`config.mk`:
```
export PLATFORM = sky130hd
export DESIGN_NAME = mem_arbiter_flat
export DESIGN_NICKNAME = d
export VERILOG_FILES = /design/src/rtl/mem_arbiter_if.sv /design/src/rtl/mem_arbiter.sv /design/src/flat_wrapper.sv
export SDC_FILE = /design/constraint.sdc
export NUM_CORES = 1
export LEC_CHECK = 0
export BUFFER_PORTS_ARGS = -buffer_cell sky130_fd_sc_hd__buf_2
export CORE_MARGIN = 10
export CORE_UTILIZATION = 36
export CTS_BUF_LIST = sky130_fd_sc_hd__clkbuf_4
export DETAILED_ROUTE_END_ITERATION = 8
export HOLD_SLACK_MARGIN = 0.02
export PLACE_DENSITY = 0.87
export SYNTH_ARGS = -nofsm -noshare
export SYNTH_HDL_FRONTEND = slang
export SYNTH_SLANG_ARGS = --single-unit
```
`constraint.sdc`:
```
create_clock -name clk -period 1.72 [get_ports clk]
set_input_delay 0.172 -clock clk [delete_from_list [all_inputs] [get_ports clk]]
set_output_delay 0.172 -clock clk [all_outputs]
set_load 0.01 [all_outputs]
```
`src/rtl/mem_arbiter_if.sv`:
```
// Bus bundle between the two requesters, the memory and the arbiter.
// The slave modport is the arbiter's view; the master modport is the requester and memory side.
interface mem_arbiter_if #(
   parameter int addr_width = 8,
   parameter int data_width = 8
);
   logic                  req0, write0, gnt0;
   logic [addr_width-1:0] addr0;
   logic [data_width-1:0] wdata0;
   logic                  req1, write1, gnt1;
   logic [addr_width-1:0] addr1;
   logic [data_width-1:0] wdata1;
   logic                  mem_write;
   logic [addr_width-1:0] mem_addr;
   logic [data_width-1:0] mem_wdata;
   logic [data_width-1:0] mem_rdata;
   logic [data_width-1:0] rdata;

   modport slave (
      input  req0, write0, addr0, wdata0,
      input  req1, write1, addr1, wdata1,
      input  mem_rdata,
      output gnt0, gnt1, mem_write, mem_addr, mem_wdata, rdata
   );

   modport master (
      output req0, write0, addr0, wdata0,
      output req1, write1, addr1, wdata1,
      output mem_rdata,
      input  gnt0, gnt1, mem_write, mem_addr, mem_wdata, rdata
   );
endinterface

```
`src/rtl/mem_arbiter.sv`:
```
// Two-port memory arbiter: alternating tie-break, bounded bursts while the
// other port waits, grants decoded purely from the state register.
module mem_arbiter #(
   parameter int addr_width = 8,
   parameter int data_width = 8,
   parameter int max_burst  = 4
) (
   input  logic           clk,
   input  logic           rst,
   mem_arbiter_if.slave   bus
);
   typedef enum logic [1:0] {IDLE, OWN0, OWN1} state_t;

   localparam logic [3:0] burst_last = 4'(max_burst - 1);

   state_t                state;
   logic [3:0]            burst_cnt;
   logic                  last_owner;
   logic [addr_width-1:0] addr_mux;
   logic [data_width-1:0] wdata_mux;
   logic                  write_mux;

   always_ff @(posedge clk) begin
      if (rst) begin
         state      <= IDLE;
         burst_cnt  <= '0;
         last_owner <= 1'b1;
      end else begin
         case (state)
            IDLE: begin
               burst_cnt <= '0;
               // On a tie the port that did not own last goes next
               if (bus.req0 && (!bus.req1 || last_owner)) begin
                  state      <= OWN0;
                  last_owner <= 1'b0;
               end else if (bus.req1) begin
                  state      <= OWN1;
                  last_owner <= 1'b1;
               end
            end
            OWN0: begin
               if (!bus.req0) begin
                  burst_cnt <= '0;
                  if (bus.req1) begin
                     state      <= OWN1;
                     last_owner <= 1'b1;
                  end else begin
                     state <= IDLE;
                  end
               end else if (!bus.req1) begin
                  burst_cnt <= '0;
               end else if (burst_cnt >= burst_last) begin
                  state      <= OWN1;
                  last_owner <= 1'b1;
                  burst_cnt  <= '0;
               end else begin
                  burst_cnt <= burst_cnt + 4'd1;
               end
            end
            OWN1: begin
               if (!bus.req1) begin
                  burst_cnt <= '0;
                  if (bus.req0) begin
                     state      <= OWN0;
                     last_owner <= 1'b0;
                  end else begin
                     state <= IDLE;
                  end
               end else if (!bus.req0) begin
                  burst_cnt <= '0;
               end else if (burst_cnt >= burst_last) begin
                  state      <= OWN0;
                  last_owner <= 1'b0;
                  burst_cnt  <= '0;
               end else begin
                  burst_cnt <= burst_cnt + 4'd1;
               end
            end
            default: begin
               state     <= IDLE;
               burst_cnt <= '0;
            end
         endcase
      end
   end

   // Only the owner's fields reach memory; the other port's write is masked out
   always_comb begin
      addr_mux  = '0;
      wdata_mux = '0;
      write_mux = 1'b0;
      case (state)
         OWN0: begin
            addr_mux  = bus.addr0;
            wdata_mux = bus.wdata0;
            write_mux = bus.write0 & bus.req0;
         end
         OWN1: begin
            addr_mux  = bus.addr1;
            wdata_mux = bus.wdata1;
            write_mux = bus.write1 & bus.req1;
         end
         default: ;
      endcase
   end

   assign bus.gnt0      = (state == OWN0);
   assign bus.gnt1      = (state == OWN1);
   assign bus.mem_addr  = addr_mux;
   assign bus.mem_wdata = wdata_mux;
   assign bus.mem_write = write_mux;
   assign bus.rdata     = bus.mem_rdata;
endmodule

```
`src/flat_wrapper.sv`:
```
// flat-port wrapper written by rule: the top's interface ports become plain ports
module mem_arbiter_flat 
#(
   parameter int addr_width = 8,
   parameter int data_width = 8,
   parameter int max_burst  = 4
)
  (clk, rst, bus_req0, bus_write0, bus_addr0, bus_wdata0, bus_req1, bus_write1, bus_addr1, bus_wdata1, bus_mem_rdata, bus_gnt0, bus_gnt1, bus_mem_write, bus_mem_addr, bus_mem_wdata, bus_rdata);
  mem_arbiter_if #(.addr_width(addr_width), .data_width(data_width)) bus_i ();
  input  logic clk;
  input  logic rst;
  input wire logic [$bits(bus_i.req0)-1:0] bus_req0;
  input wire logic [$bits(bus_i.write0)-1:0] bus_write0;
  input wire logic [$bits(bus_i.addr0)-1:0] bus_addr0;
  input wire logic [$bits(bus_i.wdata0)-1:0] bus_wdata0;
  input wire logic [$bits(bus_i.req1)-1:0] bus_req1;
  input wire logic [$bits(bus_i.write1)-1:0] bus_write1;
  input wire logic [$bits(bus_i.addr1)-1:0] bus_addr1;
  input wire logic [$bits(bus_i.wdata1)-1:0] bus_wdata1;
  input wire logic [$bits(bus_i.mem_rdata)-1:0] bus_mem_rdata;
  output wire logic [$bits(bus_i.gnt0)-1:0] bus_gnt0;
  output wire logic [$bits(bus_i.gnt1)-1:0] bus_gnt1;
  output wire logic [$bits(bus_i.mem_write)-1:0] bus_mem_write;
  output wire logic [$bits(bus_i.mem_addr)-1:0] bus_mem_addr;
  output wire logic [$bits(bus_i.mem_wdata)-1:0] bus_mem_wdata;
  output wire logic [$bits(bus_i.rdata)-1:0] bus_rdata;
  assign bus_i.req0 = bus_req0;
  assign bus_i.write0 = bus_write0;
  assign bus_i.addr0 = bus_addr0;
  assign bus_i.wdata0 = bus_wdata0;
  assign bus_i.req1 = bus_req1;
  assign bus_i.write1 = bus_write1;
  assign bus_i.addr1 = bus_addr1;
  assign bus_i.wdata1 = bus_wdata1;
  assign bus_i.mem_rdata = bus_mem_rdata;
  assign bus_gnt0 = bus_i.gnt0;
  assign bus_gnt1 = bus_i.gnt1;
  assign bus_mem_write = bus_i.mem_write;
  assign bus_mem_addr = bus_i.mem_addr;
  assign bus_mem_wdata = bus_i.mem_wdata;
  assign bus_rdata = bus_i.rdata;
  mem_arbiter #(.addr_width(addr_width), .data_width(data_width), .max_burst(max_burst)) u_core (.clk(clk), .rst(rst), .bus(bus_i));
endmodule
```
==> results.ini <==
[die]
initial_core_util_pct = 38.9
row_count = 15
coreArea_um2 = 1780
die_area_um2 = 4080
die_x_um = 63.9
die_h_um = 63.9
ios = 73

[cts]
holdBufCountCts = 0
htreeDepth = 1
clock_path_buffers = 2
path_clk_slew_ns = 0.06
cts_buffers = 3
root_buffer = clkbuf_4
cts_tree = yes
clk_latency_ns = 0.26
numClockSinks = 7

[worst_hold_path]
min_to = u_core.state[1]
hold_depth = 3
hp-class = input pin to register
min_from = rst

[routing]
drtIter0Drc = 52
antenna_left = 0
firstDrtPassIters = 4
vias = 818
avgRoutedWirePerCell_um = 16.0
routed_wl_mm = 2.57
route.detailed.drc = 0
avgViaCountPerCell = 5.08

[setup_path]
crit_family = flip-flops
slowest_delay_ns = 0.35
reg2reg_depth = 6
crit_chain = buf_4, ha_4, and2_4, a22o_1, buf_2
crit_arrival_ns = 1.48
cp.depth = 5
cp_max_fo = 8
worstSetupPathType = register to output pin
rr_endpoint = u_core.last_owner
critPathCaptureType = output pin
cp.required_ns = 1.55
r2r_start = u_core.state[1]
crit_buf_inv = 2
r2r_slack_ns = 0.15
setup.worst_path.start_class = register
crit_path_top_delay_cell = dfxtp_4

[global_routing]
grt_pass1_wl_mm = 3.93
grt_max_degree = 17
track_usage_pct = 11.5
antenna_found_initial = 0
grt_overflow = 0
grt_pass1_vias = 860

[synthesis]
syn_area_um2 = 693
synthDistinctLibCells = 29
synth-xor-area-share_pct = 0
seq_area_frac_synth_pct = 20.2
yosys.area_share.adder_pct = 9.03
synth_cells = 83
synthSimpleGateAreaFrac_pct = 20.2
synth_edf_count = 0
syn_area_per_cell_um2 = 8.35
synth_area_leaders = a22o_1 20%, dfxtp_1 20%, ha_1 9.0%
synth_top_family_by_area = compound AO/OA/AOI/OAI gates
synth_compound_area_share_pct = 30.3
synth-warning-count = 0
synth_top_area_share_pct = 20.2
ys.flop_type = dfxtp_1
muxShareOfSynthArea_pct = 4.33
synth_seq_cells = 7
ys_async_sr_fraction_pct = 0
synth.largest_area_cell = a22o_1
synth_most_common_cell = a22o_1
netlist_top_cells_count = 16 x a22o_1, 8 x buf_4, 7 x dfxtp_1, 5 x ha_1

[placement]
dp_hpwl_mm = 2.05
port_buffers = 56
placed_cell_area_um2 = 932
globalplace.congestion = 0.892

[flow_run]
maxCapViolCount = 0

[cells_and_area]
drive_above_1_share_pct = 57.4
utilization_pct = 58.2
final_net_count = 188
syn2layout_area_growth_pct = 49.6
fin_area_um2 = 1040
fillers = 154
diodes = 0

[sta]
finalHoldViolCount = 0
post-route-min-period_ns = 1.65
min_period_over_period_pct = 96.1
setup_viol = 0
final_max_slew_viol_count = 0
fmax_mhz = 605
rsz0062_at_grt = false
skew_ns = 0.00892

[outcome]
outcome = complete, no violations

[power]
power_density_nw_per_um2 = 1350
ir_drop_v = 0.000703
p_leak_uw = 0.000557

what timing repair did:
| item | 4_1_cts | 5_1_grt |
|---|---|---|
| gates cloned | 1 | 1 |
| endpoints found under the setup margin | 16 | 16 |
| gates resized for setup | 10 | 7 |
| setup buffers | 0 | 1 |
| pin swaps | 0 | 2 |
cell type report:
type / count / area [um^2] / share of cell area, %
repair buffers: 59 / 303 / 29.2
multi-input cells: 62 / 510 / 49.2
inverters: 4 / 15.0 / 1.45
well taps: 25 / 31.3 / 3.02
clock buffers: 4 / 30.0 / 2.90
flip-flops and latches: 7 / 148 / 14.2
report_power, final:
group          switching [uW]  total (uW)  internal (uW)
clock network            66.5         171            105
registers                40.5         252            212
logic                     492         972            480
registers in the layout, indices dropped and copies added (netlist names):
| name | cells |
|---|---|
| u_core.burst_cnt | 4 |
| u_core.last_owner | 1 |
| u_core.state | 2 |
tightest hold or removal path: stages:
cell     delay, ns
buf_2         0.10
a211o_1       0.09
mux2i_1       0.05
cell families after synthesis:
kind of cell,count (synthesis)
other cells,1
simple gates,23
buf+inv,17
mux,3
fa+ha+maj,5
compound gates,27
flops,7
routing by layer:
metal	vias to the layer above	track usage, %	routed length, um
met5	-	0	0
met4	0	6.01	18
met3	6	4.36	288
met2	51	19.2	1240
met1	354	12.4	1020
li1	407	-	-
cells in the final DEF, fill, tap and decap left out:
| cell type | instances |
|---|---|
| nand2_2 | 1 |
| inv_1 | 2 |
| nor2_1 | 3 |
| inv_2 | 2 |
| a21oi_1 | 4 |
| o21ai_0 | 2 |
| buf_2 | 56 |
| nand2_4 | 1 |
| nor4b_1 | 1 |
| or4_1 | 2 |
| nand2b_1 | 2 |
| ha_4 | 3 |
| buf_4 | 3 |
| nor4_1 | 1 |
| or3_4 | 1 |
| dfxtp_1 | 5 |
| ha_1 | 2 |
| nor2b_1 | 2 |
| o41ai_1 | 1 |
| nand4_1 | 1 |
| a211o_1 | 1 |
| o22ai_1 | 1 |
| a22o_1 | 16 |
| dfxtp_4 | 2 |
| a21oi_2 | 1 |
| nand2_1 | 3 |
| conb_1 | 2 |
| nand3_1 | 3 |
| and2_4 | 4 |
| clkbuf_4 | 4 |
| o211ai_1 | 1 |
| mux2i_1 | 3 |
worst max-delay path by stage:
stage | startpoint | to | slack (ns)
6_report | u_core.state[1] | bus_mem_wdata[7] | 0.07
5_1_grt | u_core.state[0] | bus_mem_wdata[3] | 0.01
4_1_cts | u_core.state[1] | bus_mem_addr[4] | 0.007
3_5_place_dp | u_core.state[0] | bus_mem_addr[4] | -0.09
3_3_place_gp | u_core.state[0] | bus_mem_addr[7] | -0.0009
2_1_floorplan | u_core.state[0] | bus_mem_addr[0] | 0.09
through the flow:
step	hold WS [ns]	std cells	total power, uW	setup slack, ns	setup TNS, ns
6_report	0.199	161	1400	0.0671	0
5_1_grt	0.225	161	1520	0.0137	0
4_1_cts	0.190	159	1310	0.00708	0
3_5_place_dp	0.344	154	1030	-0.0904	-1.26
3_3_place_gp	0.344	154	1010	-0.000885	-0.00148
2_1_floorplan	0.319	84	784	0.0921	0
Power figures use the tool's default switching activity.
